File: src/rtl/alu_result_stage.sv
// Sequencer for an external 4-bit adder/subtractor: registers operands, waits SETTLE_CYCLES, captures the result into a 2-entry FIFO.
// Define ALU_FLAGS_EN to compute and store the zero/overflow flags; otherwise out_zero/out_ovf read 0.
module alu_result_stage #(
    parameter int SETTLE_CYCLES = 4
) (
    input  logic       clk,
    input  logic       rst_n,
    input  logic       in_valid,
    output logic       in_ready,
    input  logic [3:0] in_a,
    input  logic [3:0] in_b,
    input  logic [1:0] in_s,
    input  logic       in_cin,
    output logic [3:0] alu_a,
    output logic [3:0] alu_b,
    output logic [1:0] alu_s,
    output logic       alu_cin,
    input  logic [3:0] alu_d,
    input  logic       alu_cout,
    output logic       out_valid,
    input  logic       out_ready,
    output logic [3:0] out_d,
    output logic       out_cout,
    output logic       out_zero,
    output logic       out_ovf,
    output logic [1:0] dbg_state
);

    typedef enum logic [1:0] {
        IDLE    = 2'd0,
        SETTLE  = 2'd1,
        CAPTURE = 2'd2
    } state_t;

`ifdef ALU_FLAGS_EN
    localparam int EW = 7;
`else
    localparam int EW = 5;
`endif

    state_t        state, state_nxt;
    logic [3:0]    cnt, cnt_nxt;
    logic          accept, push, pop;
    logic [1:0]    count;
    logic          wr_ptr, rd_ptr;
    logic [EW-1:0] mem [2];
    logic [EW-1:0] entry;

    // Handshake: a transfer occurs on a rising edge where valid and ready are
    // both high; valid never waits on ready, and ready depends only on state.
    assign in_ready  = (state == IDLE) && (count < 2'd2);
    assign accept    = in_valid && in_ready;
    assign out_valid = (count != 2'd0);
    assign pop       = out_valid && out_ready;
    assign push      = (state == CAPTURE);
    assign dbg_state = state;

    always_ff @(posedge clk or negedge rst_n) begin
        if (!rst_n) begin
            state <= IDLE;
            cnt   <= 4'd0;
        end else begin
            state <= state_nxt;
            cnt   <= cnt_nxt;
        end
    end

    always_comb begin
        state_nxt = state;
        cnt_nxt   = cnt;
        case (state)
            IDLE: begin
                if (accept) begin
                    state_nxt = SETTLE;
                    cnt_nxt   = 4'(SETTLE_CYCLES - 1);
                end
            end
            SETTLE: begin
                if (cnt == 4'd0) state_nxt = CAPTURE;
                else             cnt_nxt   = cnt - 4'd1;
            end
            CAPTURE: state_nxt = IDLE;
            default: state_nxt = IDLE;
        endcase
    end

    // Operands only change on accept, so the datapath sees stable inputs for the whole settle window.
    always_ff @(posedge clk or negedge rst_n) begin
        if (!rst_n) begin
            alu_a   <= 4'd0;
            alu_b   <= 4'd0;
            alu_s   <= 2'd0;
            alu_cin <= 1'b0;
        end else if (accept) begin
            alu_a   <= in_a;
            alu_b   <= in_b;
            alu_s   <= in_s;
            alu_cin <= in_cin;
        end
    end

`ifdef ALU_FLAGS_EN
    logic y_msb, zero, ovf;

    // Only the sign bit of the effective B operand matters for overflow.
    always_comb begin
        case (alu_s)
            2'b00:   y_msb = alu_b[3];
            2'b01:   y_msb = ~alu_b[3];
            2'b10:   y_msb = 1'b0;
            default: y_msb = 1'b1;
        endcase
        zero  = (alu_d == 4'd0);
        ovf   = (alu_a[3] == y_msb) && (alu_d[3] != alu_a[3]);
        entry = {alu_d, alu_cout, zero, ovf};
    end

    assign {out_d, out_cout, out_zero, out_ovf} = mem[rd_ptr];
`else
    assign entry             = {alu_d, alu_cout};
    assign {out_d, out_cout} = mem[rd_ptr];
    assign out_zero          = 1'b0;
    assign out_ovf           = 1'b0;
`endif

    always_ff @(posedge clk or negedge rst_n) begin
        if (!rst_n) begin
            mem[0] <= '0;
            mem[1] <= '0;
            wr_ptr <= 1'b0;
            rd_ptr <= 1'b0;
            count  <= 2'd0;
        end else begin
            if (push) begin
                mem[wr_ptr] <= entry;
                wr_ptr      <= ~wr_ptr;
            end
            if (pop) rd_ptr <= ~rd_ptr;
            case ({push, pop})
                2'b10:   count <= count + 2'd1;
                2'b01:   count <= count - 2'd1;
                default: count <= count;
            endcase
        end
    end

endmodule

File: config.mk
export PLATFORM = sky130hd
export DESIGN_NAME = alu_result_stage
export DESIGN_NICKNAME = d
export VERILOG_FILES = /design/src/rtl/alu_result_stage.sv
export SDC_FILE = /design/constraint.sdc
export NUM_CORES = 1
export LEC_CHECK = 0
export CELL_PAD_IN_SITES_DETAIL_PLACEMENT = 2
export CELL_PAD_IN_SITES_GLOBAL_PLACEMENT = 2
export CORE_ASPECT_RATIO = 0.6
export CORE_MARGIN = 4
export CORE_UTILIZATION = 28
export CTS_CLUSTER_DIAMETER = 50
export CTS_CLUSTER_SIZE = 20
export DETAILED_ROUTE_END_ITERATION = 8
export HOLD_SLACK_MARGIN = 0.03
export PLACE_DENSITY_LB_ADDON = 0.3
export SLEW_MARGIN = 10
export SYNTH_ARGS = -nofsm -noshare
export SYNTH_HDL_FRONTEND = slang
export SYNTH_SLANG_ARGS = --single-unit
File: constraint.sdc
create_clock -name clk -period 1.65 [get_ports clk]
set_input_delay 0.165 -clock clk [delete_from_list [all_inputs] [get_ports clk]]
set_output_delay 0.165 -clock clk [all_outputs]
set_load 0.02 [all_outputs]
## Word level (Yosys, flattened, before mapping)

Cells that the tools add are included.

| storage, ports and cells | value |
|---|---|
| register bits after elaboration | 31 |
| output and inout bits | 22 |

| operators by class | value |
|---|---|
| add/subtract/negate cells | 3 |
| magnitude comparators | 4 |
| eq/ne operators | 7 |
| mux-type cells | 13 |
| bitwise logic cells | 4 |
| reduce and logical (&&, ||, !) cells | 11 |

Operators with widths:

| kind | number |
|---|---|
| $mux W5 | 4 |
| $bwmux W10 | 1 |
| $mux W4 | 2 |
| $pmux W2 S2 | 2 |
| $pmux W4 S2 | 1 |
| $ne A2 B2 Y1 const B | 3 |
| $reduce_bool A2 Y1 | 3 |
| $demux W5 S1 | 1 |
| $eq A2 B1 Y1 const B | 2 |
| $eq A2 B2 Y1 const B | 2 |
| $ge A2 B2 Y1 const B | 2 |
| $logic_and A1 B1 Y1 | 4 |
| $logic_not A4 Y1 | 1 |
| $mux W2 | 2 |
| $not A1 Y2 | 2 |
| $sub A4 B1 Y4 const B | 1 |
| $reduce_and A3 Y1 | 1 |
| $add A2 B1 Y2 const B | 1 |
| $logic_not A2 Y1 | 1 |
| $lt A2 B1 Y1 const B | 1 |
| $lt A2 B2 Y1 const B | 1 |
| $not A1 Y1 | 2 |
| $reduce_and A2 Y1 | 1 |
| $sub A2 B1 Y2 const B | 1 |

## Longest topological paths before layout

| depth | value |
|---|---|
| depth after elaboration | 6 |
| depth in mapped cells | 6 |
| gate-level depth less buffers | 6 |

## Worst setup path after synthesis

OpenSTA, ideal clock, no wires.

| path | value |
|---|---|
| kind | flip-flop to flip-flop |
| from | reg state[0] (netlist: dbg_state[0]) |
| to | reg alu_a[3] |
| setup time | 0.125 ns |
| data arrival time | 1.519 ns |
| data required time | 1.525 ns |
| setup slack | 0.006 ns |
| cell stages (with the launch flop) | 5 |
| path buffers | 2 |
| cell sequence | dfrtp_1 > buf_6 > nor4b_4 > buf_6 > mux2_4 |

| on the way | value |
|---|---|
| longest elaborated chain between the ends | 3 |

Ends and longest elaborated chain:

| what | RTL line | source |
|---|---|---|
| start, declared | 41 | `state_t state, state_nxt;` |
| start signal, assigned | 63 | `state <= state_nxt;` |
| $logic_not A2 Y1 | 51 | `assign in_ready = (state == IDLE) && (count < 2'd2);` |
| $logic_and A1 B1 Y1 | 51 |  |
| $logic_and A1 B1 Y1 | 52 | `assign accept = in_valid && in_ready;` |
| end signal, assigned | 95 | `alu_a <= in_a;` |
| end, declared | 14 | `output logic [3:0] alu_a,` |

Every way passes these cells.
A chain may end at the register's enable or synchronous reset.

## Worst setup path after layout

| path | value |
|---|---|
| from | reg cnt[0] |
| to | reg cnt[1] |

| on the way | value |
|---|---|
| longest elaborated chain between the ends | 3 |

Ends and longest elaborated chain:

| what | RTL line | source |
|---|---|---|
| start, declared | 42 | `logic [3:0] cnt, cnt_nxt;` |
| start signal, assigned | 64 | `cnt <= cnt_nxt;` |
| $sub A4 B1 Y4 / $logic_not A4 Y1 (equally long branches) | 80, 79 |  |
| $mux W4 / $ne A2 B2 Y1 (equally long branches) | -- |  |
| $pmux W4 S2 / $reduce_and A3 Y1 (equally long branches) | -- |  |

Several ways; a longest one is shown, not always the timed one. The select of a mux whose other input is x is not followed.

==> qor.yml <==
run:
  drv_cap: 0
setup_path:
  crit_buf_inv: 1
  cp.depth: 5
  cp-start-kind: "register"
  worstPathRequired_ps: 1820
  worstPathMaxFanout: 4
  rr_worst_depth: 5
  rr_endpoint: "cnt[1]$_DFFE_PN0P_"
  setup.worst_path.start: "cnt[0]$_DFFE_PN0P_"
  cp_top_family: "simple AND/OR/NAND/NOR gates"
  crit_chain: "inv_2 -> ha_4 -> or3b_4 -> and3b_2 -> o31a_2"
  worstReg2RegStart: "cnt[0]$_DFFE_PN0P_"
  critPathKind: "reg -> reg"
  endpoint: "cnt[1]$_DFFE_PN0P_"
  cp_data_arrival_time_ps: 1810
  slowest_stage: "dfrtp_1"
  rrSetupSlack_ps: 10
  end_kind: "register"
  slowest_delay_ps: 400
grt:
  antenna_found_initial: 0
  grt_max_degree: 32
  track_usage_pct: 12.4
  grt_pass1_wl_mm: 5.92
  first_global_vias: 1144
  overflow: 0
synth:
  yosys.cell_count.top_type: "dfrtp_1"
  yosys.area_share.simple_pct: 10.3
  synth_top_area_share_pct: 54.0
  ys_async_sr_fraction_pct: 100
  synth-edff-count: 0
  synth_top_family_by_area: "multiplexers"
  synth_xor_area_share_pct: 3.66
  post-synth-top-area-cell: "dfrtp_1"
  synth_area_leaders: "dfrtp_1 (54%), mux2_2 (16%), mux2_4 (6.3%)"
  syn-cell-area_um2: 1440
  yosysWarnings: 0
  synthAdderAreaFrac_pct: 2.61
  synth_cell_type_count: 28
  synth_common_cells: "dfrtp_1 (31), mux2_2 (20), mux2_4 (6)"
  synth_compound_area_share_pct: 2.35
  synth_cells: 99
  synth_area_per_cell_um2: 14.5
  muxShareOfSynthArea_pct: 22.6
  synth-seq-cells: 31
  ys_seq_area_share_pct: 54.0
  synth_ff_type: "dfrtp_1"
timing:
  slew_viol_final: 0
  period_share_pct: 99.3
  fmax_ghz: 0.610
  fin_crit_ps: 1640
  setup_viol: 0
  fin_ws_ps: 11.8
  finClkSkew_ps: 4.10
  rsz0062_at_grt: "yes"
  finalHoldViolCount: 0
  holdWs_ps: 270
power_and_ir_drop:
  power_density_nw_per_um2: 2040
  p_total_w: 0.00427
  p_leak_nw: 0.917
  vdd_drop_max_mv: 0.727
detailed_routing:
  dr_total_vias: 980
  drt-wirelength-per-cell_um: 16.6
  viasPerCell: 4.50
  drc: 0
  postRouteAntennaNets: 0
  drtIter0Drc: 35
  drt_wl_total_mm: 3.63
  drt_pass1_iterations: 3
clocking:
  cts-buffers-inserted: 5
  clk_pin_slew_ps: 70
  clk_latency_ps: 290
  htree_levels: 2
  max-clock-path-buffers: 2
  numClockSinks: 31
  cts-root-buf: "clkbuf_8"
  cts_tree: "done"
placement:
  portBuffers: 39
  dp.final_hpwl_mm: 2.68
  post-place-ws_ps: -21.0
  gp_congestion: 0.742
final_layout:
  utilization_pct: 44.1
  antennaDiodeCount: 0
  drive_gt1_share_pct: 39.4
  synthToLayoutAreaGrowth_pct: 46.0
  nets: 177
  fill_cells: 504
outcome:
  status: "finished clean"
floorplanning:
  coreArea_um2: 4750
  die_h_um: 63.5
  ios: 42
  dieWidth_um: 100
  dieArea_um2: 6380
  start_util_pct: 30.2
  row_count: 19
min_path:
  hold_class: "in -> async"
[state kept, by name, indices dropped and copies added (netlist names)]
register   count
rd_ptr         1
wr_ptr         1
mem           10
alu_a          4
dbg_state      2
cnt            4
count          2
alu_cin        1
alu_s          2
alu_b          4
[cells in the final DEF (no fill, tap or decap), types with 2 or more instances in the layout]
cell type,count
nand3b_1,3
xor2_1,3
dfrtp_1,29
xnor2_1,3
ha_4,2
clkdlybuf4s50_1,31
nor3_1,2
buf_4,13
conb_1,2
or2_2,2
dfrtp_2,2
mux2_2,20
nor2_1,2
inv_2,2
nor2b_1,2
mux2_4,6
clkbuf_8,7
dlygate4sd2_1,8
[cell families (layout without fill, tap and decap cells)]
logic type / Yosys count / after routing
AO/OA/AOI/OAI: 4 / 4
AND/OR/NAND/NOR: 19 / 19
flip-flops: 31 / 31
adder cells (fa/ha/maj): 3 / 3
XOR/XNOR: 6 / 6
multiplexers: 27 / 27
other: 1 / 2
buffers and inverters: 8 / 63
[stage by stage]
| step | TNS [ps] | instance area (um^2) | std cells |
|---|---|---|---|
| 6_report | 0 | 2100 | 218 |
| 5_1_grt | -38.4 | 2100 | 218 |
| 4_1_cts | -18.9 | 2050 | 216 |
| 3_5_place_dp | -21.0 | 1940 | 205 |
| 3_3_place_gp | 0 | 1940 | 205 |
| 2_1_floorplan | 0 | 1440 | 100 |
[final cells by class]
| type | instances | area [um^2] | area share (%) |
|---|---|---|---|
| sequential | 31 | 778 | 37.1 |
| multi-input combinational | 61 | 634 | 30.3 |
| timing repair buffer | 53 | 498 | 23.7 |
| clock buffer | 8 | 100 | 4.77 |
| tap | 63 | 78.8 | 3.76 |
| inverter | 2 | 7.51 | 0.358 |
[layer usage]
| metal | share of wire, % | wire, um | GRT usage (%) |
|---|---|---|---|
| met1 | 42 | 1510 | 14.1 |
| met3 | 8.6 | 313 | 7.50 |
| met5 | 0 | 0 | 0 |
| met4 | 0 | 0 | 3.03 |
| met2 | 50 | 1810 | 19.9 |
[worst register-to-register path: cells and delay by family (launching register included)]
kind                       cells  cell delay [ps]
and+or+nand+nor                2              610
DFF                            1              400
AOI/OAI and AO/OA              1              290
adders and majority gates      1              130
buffers and inverters          1               90
[worst min path at each step]
stage / from / end / depth (start not counted) / slack [ps]
final: rst_n / alu_cin$_DFFE_PN0P_ / 2 / 270
after floorplan: rst_n / alu_a[0]$_DFFE_PN0P_ / 0 / -130
after CTS: rst_n / alu_cin$_DFFE_PN0P_ / 2 / 280
after global routing: rst_n / alu_b[1]$_DFFE_PN0P_ / 2 / 290
after global placement: wr_ptr$_DFFE_PN0N_ / wr_ptr$_DFFE_PN0N_ / 1 / 480
after detailed placement: wr_ptr$_DFFE_PN0N_ / wr_ptr$_DFFE_PN0N_ / 1 / 490
[repair_timing]
action / in CTS / in global routing
gates resized for setup: 11 / 6
hold buffers: 0 / 0
endpoints found under the setup margin: 10 / 6
pin swaps: 1 / 1
buffers inserted: 3 / 2
[power breakdown]
part           total [W]  internal, W  switching [W]
logic            0.00221      0.00122       0.000982
registers        0.00141      0.00114       0.000270
clock network   0.000656     0.000380       0.000276
total            0.00427      0.00274        0.00153
Note: power is estimated with default switching activity, not from simulation.
